`src/rtl/cordic_phase_frontend.sv`:
```
// cordic_phase_frontend: phase-domain wrapper around a pipelined Q2.15 CORDIC
// sin/cos core.
//   Upstream:   NCO accumulator -> quadrant reduction -> residual angle in
//               Q2.15 radians, driven on beta_out.
//   Downstream: quadrant/valid tags delayed by CORDIC_LAT, then swap/negate
//               correction of the core sin/cos into full-circle outputs.
// Ports:
//   clk, rst            rising-edge clock, synchronous active-high reset
//   en                  advance accumulator and launch one sample
//   freq_word[15:0]     phase increment per enabled edge
//   phase_offset[15:0]  phase offset added after the accumulator
//   beta_out[16:0]      residual angle to the core (registered)
//   core_sin/core_cos   core results, CORDIC_LAT edges after beta capture
//   sin_out/cos_out     full-circle results (registered)
//   out_valid           sin_out/cos_out carry a launched sample
// Optional build macro: CORDIC_PHASE_FRONTEND_DITHER_EN adds LFSR phase dither.
module cordic_phase_frontend #(
    parameter int unsigned CORDIC_LAT  = 7,
    parameter int unsigned DITHER_BITS = 4
) (
    input  logic               clk,
    input  logic               rst,
    input  logic               en,
    input  logic [15:0]        freq_word,
    input  logic [15:0]        phase_offset,
    output logic signed [16:0] beta_out,
    input  logic signed [16:0] core_sin,
    input  logic signed [16:0] core_cos,
    output logic signed [16:0] sin_out,
    output logic signed [16:0] cos_out,
    output logic               out_valid
);

    localparam int unsigned PH_W   = 16;
    localparam int unsigned D_W    = 17;
    localparam int unsigned R_W    = 15;
    localparam int unsigned PROD_W = 30;
    localparam int unsigned LAST   = CORDIC_LAT - 1;

    if (DITHER_BITS < 1 || DITHER_BITS > 8) begin : g_bad_dither
        $error("DITHER_BITS must be in 1..8");
    end

    // Stage A: phase accumulator
    logic [PH_W-1:0] acc_q, acc_d;
    logic            vld_a_q;

    always_comb begin
        acc_d = acc_q;
        if (en) acc_d = acc_q + freq_word;
    end

    // Stage B: offset, optional dither, quadrant split, residual scaling
    logic [PH_W-1:0]          p_c, s_c;
    logic signed [R_W-1:0]    r_c;
    logic signed [PROD_W-1:0] prod_c;
    logic signed [D_W-1:0]    beta_d;
    logic [1:0]               q_b_q;
    logic                     vld_b_q;

`ifdef CORDIC_PHASE_FRONTEND_DITHER_EN
    // Fibonacci LFSR, taps 16,14,13,11, stepped once per launched sample
    logic [PH_W-1:0] lfsr_q, lfsr_d;

    always_comb begin
        lfsr_d = lfsr_q;
        if (en) lfsr_d = {lfsr_q[14:0], lfsr_q[15] ^ lfsr_q[13] ^ lfsr_q[12] ^ lfsr_q[10]};
    end

    always_ff @(posedge clk) begin
        if (rst) lfsr_q <= 16'hACE1;
        else     lfsr_q <= lfsr_d;
    end

    assign p_c = acc_q + phase_offset + PH_W'(lfsr_q[DITHER_BITS-1:0]);
`else
    assign p_c = acc_q + phase_offset;
`endif

    // Rotating by an eighth turn makes the top two bits the nearest quadrant
    // and leaves a residual centred on zero.
    always_comb begin
        s_c    = p_c + 16'h2000;
        r_c    = $signed({1'b0, s_c[13:0]}) - 15'sd8192;
        prod_c = PROD_W'(r_c) * 30'sd25736;
        beta_d = D_W'(prod_c >>> 13);
    end

    // Tag delay lines aligned with the core pipeline
    logic [1:0] qd_q [CORDIC_LAT];
    logic       vd_q [CORDIC_LAT];
    logic [1:0] qd;

    assign qd = qd_q[LAST];

    // Output stage: map the first-quadrant result back onto the full circle
    logic signed [D_W-1:0] sin_d, cos_d;

    always_comb begin
        sin_d = core_sin;
        cos_d = core_cos;
        case (qd)
            2'd0: begin sin_d = core_sin;  cos_d = core_cos;  end
            2'd1: begin sin_d = core_cos;  cos_d = -core_sin; end
            2'd2: begin sin_d = -core_sin; cos_d = -core_cos; end
            2'd3: begin sin_d = -core_cos; cos_d = core_sin;  end
            default: begin sin_d = core_sin; cos_d = core_cos; end
        endcase
    end

    always_ff @(posedge clk) begin
        if (rst) begin
            acc_q     <= '0;
            vld_a_q   <= 1'b0;
            beta_out  <= '0;
            q_b_q     <= '0;
            vld_b_q   <= 1'b0;
            for (int unsigned i = 0; i < CORDIC_LAT; i++) begin
                qd_q[i] <= '0;
                vd_q[i] <= 1'b0;
            end
            sin_out   <= '0;
            cos_out   <= '0;
            out_valid <= 1'b0;
        end else begin
            acc_q    <= acc_d;
            vld_a_q  <= en;
            beta_out <= beta_d;
            q_b_q    <= s_c[15:14];
            vld_b_q  <= vld_a_q;
            qd_q[0]  <= q_b_q;
            vd_q[0]  <= vld_b_q;
            for (int unsigned i = 1; i < CORDIC_LAT; i++) begin
                qd_q[i] <= qd_q[i-1];
                vd_q[i] <= vd_q[i-1];
            end
            sin_out   <= sin_d;
            cos_out   <= cos_d;
            out_valid <= vd_q[LAST];
        end
    end

endmodule

```
`config.mk`:
```
export PLATFORM = sky130hd
export DESIGN_NAME = cordic_phase_frontend
export DESIGN_NICKNAME = d
export VERILOG_FILES = /design/src/rtl/cordic_phase_frontend.sv
export SDC_FILE = /design/constraint.sdc
export NUM_CORES = 1
export LEC_CHECK = 0
export CAP_MARGIN = 10
export CORE_MARGIN = 2
export CORE_UTILIZATION = 40
export CTS_CLUSTER_SIZE = 30
export DETAILED_ROUTE_END_ITERATION = 8
export GPL_ROUTABILITY_DRIVEN = 0
export PLACE_DENSITY = 0.65
export SKIP_LAST_GASP = 1
export SYNTH_ARGS = -nofsm -noshare
export SYNTH_HDL_FRONTEND = slang
export SYNTH_SLANG_ARGS = --single-unit
```
`constraint.sdc`:
```
create_clock -name clk -period 10.6 [get_ports clk]
set_input_delay 2.65 -clock clk [delete_from_list [all_inputs] [get_ports clk]]
set_output_delay 2.65 -clock clk [all_outputs]
set_load 0.02 [all_outputs]
```
Word level (Yosys, flattened, before mapping)
Memory sizes are Yosys's and may differ from the RTL's. A register that Yosys moved wholly into a read port is not among the register bits.
Index checks and enable logic that the tools add are counted.
Storage, ports and cells
  register bits after elaboration: 71
  memory bits (writable): 21
  logic and storage cells: 53
  memories kept: 2
Memory list
  qd_q: words 7, bits a word 2, rd ports 7, clocked after memory_dff 0, wr ports 7, line 90  | logic [1:0] qd_q [CORDIC_LAT];
  vd_q: words 7, bits a word 1, rd ports 7, clocked after memory_dff 1, wr ports 7, line 91  | logic vd_q [CORDIC_LAT];
Operators by class
  $add $sub $neg: 6
  multipliers: 1
  eq/ne operators: 3
  muxes and demuxes: 19
  bitwise gates (word level): 14
  reduce and logical (&&, ||, !) cells: 1
Operators with widths (count)
  case mux 17 bit (4 select lines): 2
  negation 17 bit: 2
  adder 16 bit: 2
  multiplier 15 x 13 -> 27 bit, second input constant: 1
  adder 16 x 14 -> 16 bit, second input constant: 1
  subtractor 14 x 14 -> 15 bit, second input constant: 1
  two-way mux 2 bit: 7
  OR 1 bit: 14
  two-way mux 1 bit: 10
  equality test 2 bit, second input constant: 2
  equality test 2 x 1 -> 1 bit, second input constant: 1
  logical NOT 2 bit: 1

Depth between registers and ports, before layout
  depth in word-level cells: 4
  gate-level depth with buffers: 26
  mapped depth without buffers: 26

Worst setup path before layout
Ideal clock, no wire load.
  path kind: input to register
  from: in phase_offset[1]
  to: reg beta_out[15]
  library setup time: 78 ps
  arrival: 8203 ps
  setup slack: 2319 ps
  stages on the path: 25
  path buffers: 2
  path through: ha_1 > ha_1 > inv_1 > fa_1 > nor2b_1 > o31ai_1 > a21o_1 > o311ai_0 > and3_1 > buf_2 > clkinv_1 > buf_1 > fa_1 > xnor2_1 > xnor2_1 > ha_1 > ha_1 > a21oi_1 > o31ai_1 > nor3_1 > a21bo_2 > and3_1 > o31a_1 > o21a_1 > nor3_1
On the way
  longest elaborated chain between the ends: 4
RTL lines
  start: declaration: line 25  | input logic [15:0] phase_offset,
  adder 16 bit: line 77  | assign p_c = acc_q + phase_offset;
  adder 16 x 14 -> 16 bit: line 83  | s_c = p_c + 16'h2000;
  subtractor 14 x 14 -> 15 bit: line 84  | r_c = $signed({1'b0, s_c[13:0]}) - 15'sd8192;
  multiplier 15 x 13 -> 27 bit: line 85  | prod_c = PROD_W'(r_c) * 30'sd25736;
  end signal: assignment: line 128  | beta_out <= beta_d;
  end: declaration: line 26  | output logic signed [16:0] beta_out,
No other way between the ends.
A chain may end at the register's enable or synchronous reset.

Worst setup path after layout
  from: in phase_offset[3]
  to: reg beta_out[15]
The elaborated chain is that of the path after synthesis.

==> impl_metrics.ini <==
[status]
outcome = finished clean

[timing]
drv_slew = 0
fin_worst_skew_ps = 12.6
slew_headroom_pct = 28.8
max_freq_mhz = 112
hold_viol = 0
worst_pin_slew_ps = 1040
period_share_pct = 84.1
fin_hold_ws_ps = 429
fin_tns_setup_ps = 0
setup_viol_count_final = 0
rsz0062_at_grt = false
fin_crit_ps = 8920

[flow_run]
maxCapViolCount = 0

[clock_tree]
cts_root_buf = clkbuf_16
post_cts_buffers = 0
cts_made_buffers = 9
cts_resized = 0
clock_latency_ps = 360
numClockSinks = 93
cts_tree = done
clkTransAtPathRegs_ps = 80
htreeDepth = 3
cts.path.max_buffers = 2
hold_buffers = 0

[setup_path]
ff2ff_setup_slack_ps = 4050
worst_setup_path_end_kind = flop
r2r-end = beta_out[15]$_SDFF_PP0_
worstPathArrival_ps = 9130
critPathKind = in2reg
crit_required_ps = 10810
startpoint_type = primary input
reg2reg_depth = 23
r2r_start = acc_q[3]$_SDFFE_PP0P_
crit_fanout = 10

[route]
drtAntennaViolNets = 0
drc_errors = 0
wl_um = 19300
drt-pass1-iter-count = 6
vias_per_cell = 5.21
via_count = 7001
drt_iter0_markers = 387
wire_per_inst_um = 14.4

[floorplanning]
design.core.area_sq_um = 20100
num_rows = 52
io_pins = 121
start_util_pct = 40.5
dieHeight_um = 147
die-area_sq_um = 21500
chipWidth_um = 147

[worst_hold_path]
holdCritStartpoint = q_b_q[0]$_SDFF_PP0_
worstHoldPathCells = 1
hold_path_class = reg2reg
holdPathEnd = qd_q[0][0]$_SDFF_PP0_

[logic_synthesis]
synth_seq_cells = 93
synth-edff-count = 0
synth-async-reset-ratio_pct = 0
synth_area_leaders = dfxtp_1, ha_1, xnor2_1, fa_1, nor2_1
ys_warn_count = 0
synth_area_sq_um = 8140
syn_nets = 1181
netlist_instances = 970
syn_avg_cell_area_sq_um = 8.40
synth-main-ff-cell = dfxtp_1
yosysTopAreaCell = dfxtp_1
ys_seq_area_share_pct = 22.9
yosysTopAreaCellShare_pct = 22.9
ys_types = 68

[cells_and_area]
final_cell_mix = ha_1, clkdlybuf4s50_1, nor2_1, dfxtp_1, inv_1
nets = 1279
antennaDiodeCount = 0
synthToLayoutAreaGrowth_pct = 21.3
fin_area_sq_um = 9880
drive_gt1_share_pct = 4.01

[place]
dp_hpwl_um = 14800
place_area_sq_um = 9580
portBuffers = 120

[grt]
grt_max_degree = 61
grt_pass1_vias = 6683
grt_pass1_wl_um = 31800
antenna_found_initial = 0
grt_usage_pct = 18.0
overflow = 0
## worst max-delay path by stage
stage	end	slack, ps	from	cells past startpoint
global route	beta_out[15]$_SDFF_PP0_	1130	phase_offset[3]	24
CTS	beta_out[15]$_SDFF_PP0_	1710	phase_offset[3]	24
global placement	beta_out[15]$_SDFF_PP0_	1480	phase_offset[3]	24
floorplan	beta_out[15]$_SDFF_PP0_	2320	phase_offset[1]	25
finish	beta_out[15]$_SDFF_PP0_	1680	phase_offset[3]	24
detailed placement	beta_out[15]$_SDFF_PP0_	1330	phase_offset[3]	24
## kinds of logic after synthesis
logic type | count (synthesis) | share of synthesized area (%)
multiplexers | 17 | 2.50
XOR/XNOR | 89 | 9.57
AND/OR/NAND/NOR | 305 | 18.6
adder cells (fa/ha/maj) | 142 | 23.9
flip-flops | 93 | 22.9
buffers and inverters | 114 | 5.30
AO/OA/AOI/OAI | 210 | 17.2
## per-layer routing
| layer | share of wire [%] | track usage (%) | vias to the layer above |
|---|---|---|---|
| met5 | 0 | 0 | - |
| met4 | 1.3 | 5.05 | 0 |
| met3 | 3.6 | 2.33 | 16 |
| met2 | 48 | 31.6 | 147 |
| met1 | 47 | 23.2 | 3233 |
| li1 | - | - | 3605 |
## synthesized netlist by cell type, drive strengths merged (18+ instances only)
| master | n |
|---|---|
| fa | 23 |
| a211oi | 29 |
| xnor2 | 61 |
| a21oi | 55 |
| dfxtp | 93 |
| inv | 73 |
| nand2 | 52 |
| clkbuf | 32 |
| nor2 | 101 |
| nor2b | 32 |
| xor2 | 28 |
| o21ai | 36 |
| a21o | 18 |
| nor3 | 34 |
| ha | 119 |
## state kept, by name, indices dropped and copies added, names as in the netlist
name / cells
acc_q: 16
beta_out: 17
cos_out: 17
out_valid: 1
q_b_q: 2
qd_q: 14
sin_out: 17
vd_q: 7
vld_a_q: 1
vld_b_q: 1
## final cells by class
class,instances,area [sq um]
sequential,93,1860
multi-input combinational,763,5850
timing repair buffer,126,1240
clock buffer,9,225
clock inverter,7,75.1
fill,1921,10200
inverter,75,282
tap,270,338
## per-stage QoR
stage	utilization, %	worst slack [ps]	cells
6_report	49.1	1680	1343
5_1_grt	49.1	1130	1343
4_1_cts	49.1	1710	1343
3_5_place_dp	47.6	1330	1327
3_3_place_gp	47.6	1480	1327
2_1_floorplan	-	2320	970
## worst max-delay path: stages
cell	delay [ps]
clkdlybuf4s50_1	410
ha_1	300
ha_1	340
o21ai_0	130
o21ai_0	250
or3b_2	490
and3_1	220
a211oi_2	570
inv_1	370
fa_1	600
inv_1	70
fa_1	460
xnor2_1	150
xnor2_1	130
ha_1	300
ha_1	310
inv_1	70
o31ai_1	370
a41oi_1	80
a21oi_1	210
and3_1	260
o31a_1	200
o21a_1	130
nor3_1	40
Power is not shown: default switching activity piles up to over one toggle a cycle in this logic, so the estimate is an artifact.
